File: config.mk
export PLATFORM = sky130hd
export DESIGN_NAME = pc_fetch_unit
export DESIGN_NICKNAME = d
export VERILOG_FILES = /design/src/rtl/pc_fetch_unit.sv
export SDC_FILE = /design/constraint.sdc
export NUM_CORES = 1
export LEC_CHECK = 0
export BUFFER_PORTS_ARGS = -buffer_cell sky130_fd_sc_hd__clkbuf_2
export CORE_MARGIN = 2
export CORE_UTILIZATION = 60
export CTS_CLUSTER_SIZE = 8
export DETAILED_ROUTE_END_ITERATION = 16
export PLACE_DENSITY = 0.91
export SLEW_MARGIN = 15
export SYNTH_ARGS = -nofsm -noshare
export SYNTH_HDL_FRONTEND = slang
export SYNTH_SLANG_ARGS = --single-unit
File: constraint.sdc
create_clock -name clk -period 4 [get_ports clk]
set_clock_uncertainty 0.15 [all_clocks]
set_input_delay 0.8 -clock clk [delete_from_list [all_inputs] [get_ports clk]]
set_output_delay 0.8 -clock clk [all_outputs]
set_load 0.05 [all_outputs]
File: src/rtl/pc_fetch_unit.sv
// ---------------------------------------------------------------------------
// pc_fetch_unit
//
// Purpose:
//   Instruction fetch front end. It keeps the program counter, sends one
//   fetch request at a time to instruction memory, and holds each returned
//   word in a one-entry output buffer. A one-entry skid register catches the
//   word that returns while the output buffer is full and stalled. Branch
//   redirects flush the output buffer and any fetch already in flight.
//
// Parameters:
//   RESET_PC      PC loaded on reset.
//   IMEM_LAT_MIN  Minimum cycles from imem_req to imem_rvalid. It documents
//                 the memory and has no effect on the logic.
//
// Ports:
//   clk            in   1   clock; all state changes on the rising edge
//   rst_n          in   1   asynchronous active-low reset
//   branch_taken   in   1   redirect request, valid for one cycle
//   branch_target  in   64  redirect address; bits [1:0] are ignored
//   stall          in   1   downstream hold; output buffer not consumed
//   imem_req       out  1   one-cycle fetch request pulse
//   imem_addr      out  64  fetch address, valid while imem_req=1
//   imem_rvalid    in   1   fetch response valid
//   imem_rdata     in   32  fetch response instruction word
//   if_valid       out  1   output buffer holds an instruction
//   if_pc          out  64  PC of the buffered instruction
//   if_instr       out  32  buffered instruction word
// ---------------------------------------------------------------------------
module pc_fetch_unit #(
  parameter logic [63:0] RESET_PC     = 64'h0,
  parameter int          IMEM_LAT_MIN = 1
) (
  input  logic        clk,
  input  logic        rst_n,
  input  logic        branch_taken,
  input  logic [63:0] branch_target,
  input  logic        stall,
  output logic        imem_req,
  output logic [63:0] imem_addr,
  input  logic        imem_rvalid,
  input  logic [31:0] imem_rdata,
  output logic        if_valid,
  output logic [63:0] if_pc,
  output logic [31:0] if_instr
);

  typedef enum logic [2:0] {
    S_BOOT,
    S_ISSUE,
    S_WAIT,
    S_SKID,
    S_DRAIN
  } state_t;

  // The memory latency is a property of the attached memory only; this
  // block simply reacts to imem_rvalid whenever it comes.
  if (IMEM_LAT_MIN < 1) begin : g_lat_note
  end

  state_t      r_state;
  logic [63:0] r_pc;
  logic        r_imem_req;
  logic [63:0] r_imem_addr;
  logic        r_if_valid;
  logic [63:0] r_if_pc;
  logic [31:0] r_if_instr;
  logic [63:0] r_skid_pc;
  logic [31:0] r_skid_instr;

  logic [63:0] w_target;
  logic [63:0] w_pc_inc;
  logic        w_buf_free;

  // Instructions are word aligned, so the low two target bits are dropped.
  assign w_target   = branch_target & ~64'h3;
  // Natural 64-bit wrap: ...FFFC + 4 = 0.
  assign w_pc_inc   = r_pc + 64'd4;
  // The buffer can take a new word if it is empty or being consumed now.
  assign w_buf_free = !r_if_valid || !stall;

  always_ff @(posedge clk or negedge rst_n) begin
    if (!rst_n) begin
      r_state      <= S_BOOT;
      r_pc         <= RESET_PC;
      r_imem_req   <= 1'b0;
      r_imem_addr  <= 64'h0;
      r_if_valid   <= 1'b0;
      r_if_pc      <= 64'h0;
      r_if_instr   <= 32'h0;
      r_skid_pc    <= 64'h0;
      r_skid_instr <= 32'h0;
    end else begin
      // imem_req is registered: it is raised only on the edge entering
      // ISSUE, so it is high for exactly the one ISSUE cycle.
      r_imem_req <= 1'b0;

      // Output buffer default: a redirect or a consume empties it, a stall
      // holds it. Loads below override this (the redirect cases never load).
      if (branch_taken || !stall) begin
        r_if_valid <= 1'b0;
      end

      case (r_state)
        S_BOOT: begin
          // Any response arriving here belongs to a fetch abandoned by reset.
          r_state     <= S_ISSUE;
          r_imem_req  <= 1'b1;
          r_imem_addr <= r_pc;
        end

        S_ISSUE: begin
          if (branch_taken) begin
            // The request just sent still returns; DRAIN swallows it.
            r_pc    <= w_target;
            r_state <= S_DRAIN;
          end else begin
            r_state <= S_WAIT;
          end
        end

        S_WAIT: begin
          if (branch_taken) begin
            r_pc <= w_target;
            if (imem_rvalid) begin
              // Stale word dropped in the same cycle; refetch right away.
              r_state     <= S_ISSUE;
              r_imem_req  <= 1'b1;
              r_imem_addr <= w_target;
            end else begin
              r_state <= S_DRAIN;
            end
          end else if (imem_rvalid) begin
            r_pc <= w_pc_inc;
            if (w_buf_free) begin
              r_if_valid  <= 1'b1;
              r_if_pc     <= r_pc;
              r_if_instr  <= imem_rdata;
              r_state     <= S_ISSUE;
              r_imem_req  <= 1'b1;
              r_imem_addr <= w_pc_inc;
            end else begin
              // Buffer full and held: park the word, stop fetching.
              r_skid_pc    <= r_pc;
              r_skid_instr <= imem_rdata;
              r_state      <= S_SKID;
            end
          end
        end

        S_SKID: begin
          if (branch_taken) begin
            r_skid_pc    <= 64'h0;
            r_skid_instr <= 32'h0;
            r_pc         <= w_target;
            r_state      <= S_ISSUE;
            r_imem_req   <= 1'b1;
            r_imem_addr  <= w_target;
          end else if (!stall) begin
            // Buffer is consumed on this edge, so the skid word moves up.
            r_if_valid  <= 1'b1;
            r_if_pc     <= r_skid_pc;
            r_if_instr  <= r_skid_instr;
            r_state     <= S_ISSUE;
            r_imem_req  <= 1'b1;
            r_imem_addr <= r_pc;
          end
        end

        S_DRAIN: begin
          if (branch_taken) begin
            r_pc <= w_target;
          end
          // Leave once the stale response is swallowed. If a new redirect
          // lands on that same cycle, the response is still gone, so we
          // proceed to fetch the newest target instead of waiting forever.
          if (imem_rvalid) begin
            r_state     <= S_ISSUE;
            r_imem_req  <= 1'b1;
            r_imem_addr <= branch_taken ? w_target : r_pc;
          end
        end

        default: begin
          r_state <= S_BOOT;
        end
      endcase
    end
  end

  assign imem_req  = r_imem_req;
  assign imem_addr = r_imem_addr;
  assign if_valid  = r_if_valid;
  assign if_pc     = r_if_pc;
  assign if_instr  = r_if_instr;

endmodule

==> impl_metrics.json <==
{
  "grt_usage": 0.389,
  "synth-edff-count": 0,
  "gp_congestion": 1.01,
  "wl_per_cell_microns": 22.9,
  "overflow": 0,
  "peakVddDrop_v": 0.000604,
  "grt_antenna_before_repair": 3,
  "area_delta_synth_final_pct": 16.6,
  "grt_pass1_vias": 17000,
  "r2r_end": "r_pc[41]",
  "maxCapViolCount": 0,
  "cts_tree": "done",
  "wl_microns": 60200,
  "clock-sinks": 325,
  "report.final.slew_viol_count": 0,
  "tightest_slew_ns": 1.13,
  "ioPinCount": 263,
  "p_int_mw": 9.83,
  "vias": 17800,
  "power_frac_comb": 0.502,
  "cts_made_buffers": 46,
  "rsz0062_at_grt": "false",
  "switching_power_mw": 10.2,
  "async_flop_share": 1.00,
  "critical_path_class": "flip-flop to flip-flop",
  "status": "completed",
  "final.setup.tns_ns": 0,
  "pwr-share-seq": 0.325,
  "grt_max_degree": 193,
  "rr_startpoint": "r_pc[5]",
  "yosysUniqueCellTypes": 68,
  "postSynthAreaPerCell_sq_um": 8.49,
  "max_clock_freq_mhz": 299,
  "syn_nets": 2169,
  "cp-start-kind": "flip-flop",
  "hold_buffers": 0,
  "cts_resized": 0,
  "clk_pin_slew_ns": 0.05,
  "cts_setup_buffers": 0,
  "drt_iter0_markers": 2458,
  "muxShareOfSynthArea": 0.0113,
  "hold_path_class": "primary input to asynchronous set/reset pin",
  "cp_cell_sequence": "nand4_4 -> nor4_1 -> nand3_1 -> or3_1 -> or4_1 -> nand3_1",
  "dieArea_sq_mm": 0.0306,
  "slew-limit-headroom": 0.246,
  "switching_share": 0.510,
  "coreArea_sq_mm": 0.0288,
  "syn_area_sq_mm": 0.0175,
  "synth_top_cell_area_share": 0.463,
  "grt_pass1_wl_microns": 94000,
  "syn_inst": 2067,
  "hold_violations": 0,
  "rows": 62,
  "synth_simple_gate_area_frac": 0.197,
  "yosysSeqAreaShare": 0.463,
  "synth_xor_area_frac": 0.0170,
  "reg2reg_setup_slack_ns": 0.66,
  "cpMaxStageDelayCell": "dfrtp_1",
  "synth_top_family_by_area": "compound AO/OA/AOI/OAI gates",
  "synth_common_cells": "nand2_1, dfrtp_1, o21ai_0, clkbuf_1, a21oi_1",
  "ys_warn_count": 0,
  "dr.pass1.iters": 7,
  "setup_viol_count_final": 0,
  "clkLatencyLatePin_ns": 0.56,
  "fp.dieH_microns": 175,
  "reg2reg_depth": 6,
  "nets": 2336,
  "clkPwrFrac": 0.173,
  "yosys-top-cells-area": "dfrtp_1, nand2_1, o21ai_0",
  "power.density_mw_per_mm2": 980,
  "cp-end-kind": "flip-flop",
  "synth-compound-area-share": 0.260,
  "ys.flop_type": "dfrtp_1",
  "dpl.hpwl_microns": 39900,
  "finalCritPeriodShare": 0.835,
  "io_buffers": 260,
  "drive_gt1_frac": 0.182,
  "required_ns": 4.32,
  "synth-adder-area-share": 0.000713,
  "die_x_microns": 175,
  "post-synth-top-count-cell": "nand2_1",
  "cpMostUsedCell": "nand3_1",
  "fillers": 2137,
  "utilization": 0.711,
  "drc": 0,
  "clockBufferDepth": 3,
  "fin_crit_ns": 3.34,
  "ys_ff_latch": 325,
  "leakage_nw": 9.46,
  "synth_top_area_cell": "dfrtp_1",
  "initial_core_util": 0.610,
  "htreeDepth": 2,
  "cp_max_fo": 13,
  "viasPerCell": 6.79,
  "arrival_ns": 3.66,
  "max_stage_delay_ns": 0.62,
  "antenna_left": 0,
  "clock-root-buffer": "clkbuf_16"
}
-- kinds of logic (layout without fill, tap and decap cells) --
kind of cell / count (synthesis) / after routing
mux: 19 / 19
xor+xnor: 34 / 34
flops: 325 / 325
compound gates: 717 / 717
simple gates: 747 / 747
other cells: 0 / 3
fa+ha+maj: 1 / 1
buf+inv: 224 / 395
-- power groups by stage --
stage                     combinational (mW)  sequential [mW]  clock (mW)
final                                   10.1             6.52        3.48
after global routing                    10.7             6.67        3.64
after CTS                               9.90             6.43        3.50
after detailed placement                9.82             6.43           0
after global placement                  9.57             6.35           0
after floorplan                         5.08             8.18           0
-- sequential cells by signal, summed over array words and instances, names as in the netlist --
register,count
r_pc,64
imem_addr,64
r_skid_pc,64
r_skid_instr,32
r_state,3
if_valid,1
if_pc,64
imem_req,1
if_instr,32
-- layer usage --
| layer | global-route usage | part of all wire | up-vias |
|---|---|---|---|
| met1 | 0.508 | 0.37 | 8458 |
| met2 | 0.607 | 0.46 | 1272 |
| met3 | 0.0822 | 0.11 | 286 |
| met4 | 0.215 | 0.062 | 2 |
| li1 | - | - | 7794 |
| met5 | 0 | 0.00023 | - |
-- worst max path at each step --
stage	cells after the start	from	slack [ns]	end
floorplan	9	branch_taken	1.20	imem_addr[33]
global placement	7	branch_taken	0.79	imem_addr[23]
detailed placement	7	branch_taken	0.74	imem_addr[34]
CTS	7	r_pc[2]	0.73	imem_addr[60]
global route	7	r_pc[2]	0.50	imem_addr[60]
finish	6	r_pc[5]	0.66	r_pc[41]
-- final cells by class --
type	instances	area, sq um	share of cell area
Tap cell	384	480	0.0235
Antenna cell	3	7.51	0.000367
Inverter	18	67.6	0.00330
Clock buffer	49	1160	0.0568
Timing Repair Buffer	325	1940	0.0948
Sequential cell	325	8130	0.397
Clock inverter	3	70.1	0.00342
Multi-Input combinational cell	1518	8610	0.420
-- through the flow --
step	hold slack [ns]	total power, mW	setup slack, ns	cells	instance area [sq um]
finish	0.161	20.1	0.659	2625	20500
global placement	0.308	15.9	0.789	2569	19200
CTS	0.179	19.8	0.735	2621	20400
detailed placement	0.314	16.3	0.740	2569	19200
global route	0.205	21.0	0.497	2624	20500
floorplan	0.300	13.3	1.20	2067	17500
-- cells in the final DEF (no fill, tap or decap), types with 15 or more instances in the layout --
cell type  instances
nand3_1           49
or3_1             17
or4_1             16
inv_1             16
nor2_1           121
o22ai_1           45
a221oi_1          34
nand4_1           34
dfrtp_1          325
nor3_1            27
o211ai_1          17
a221o_1           32
o21ai_0          212
a21o_1            97
xor2_1            19
a21oi_1          164
buf_4             55
clkbuf_2         258
clkbuf_16         46
nor4_1            31
nand2_1          371
xnor2_1           15
-- critical path, delay by kind of cell, from the launching register on --
kind             cells  cell delay [ns]
DFF                  1             0.62
and+or+nand+nor      6             2.49
No activity file was read; power rests on OpenSTA's default activity.
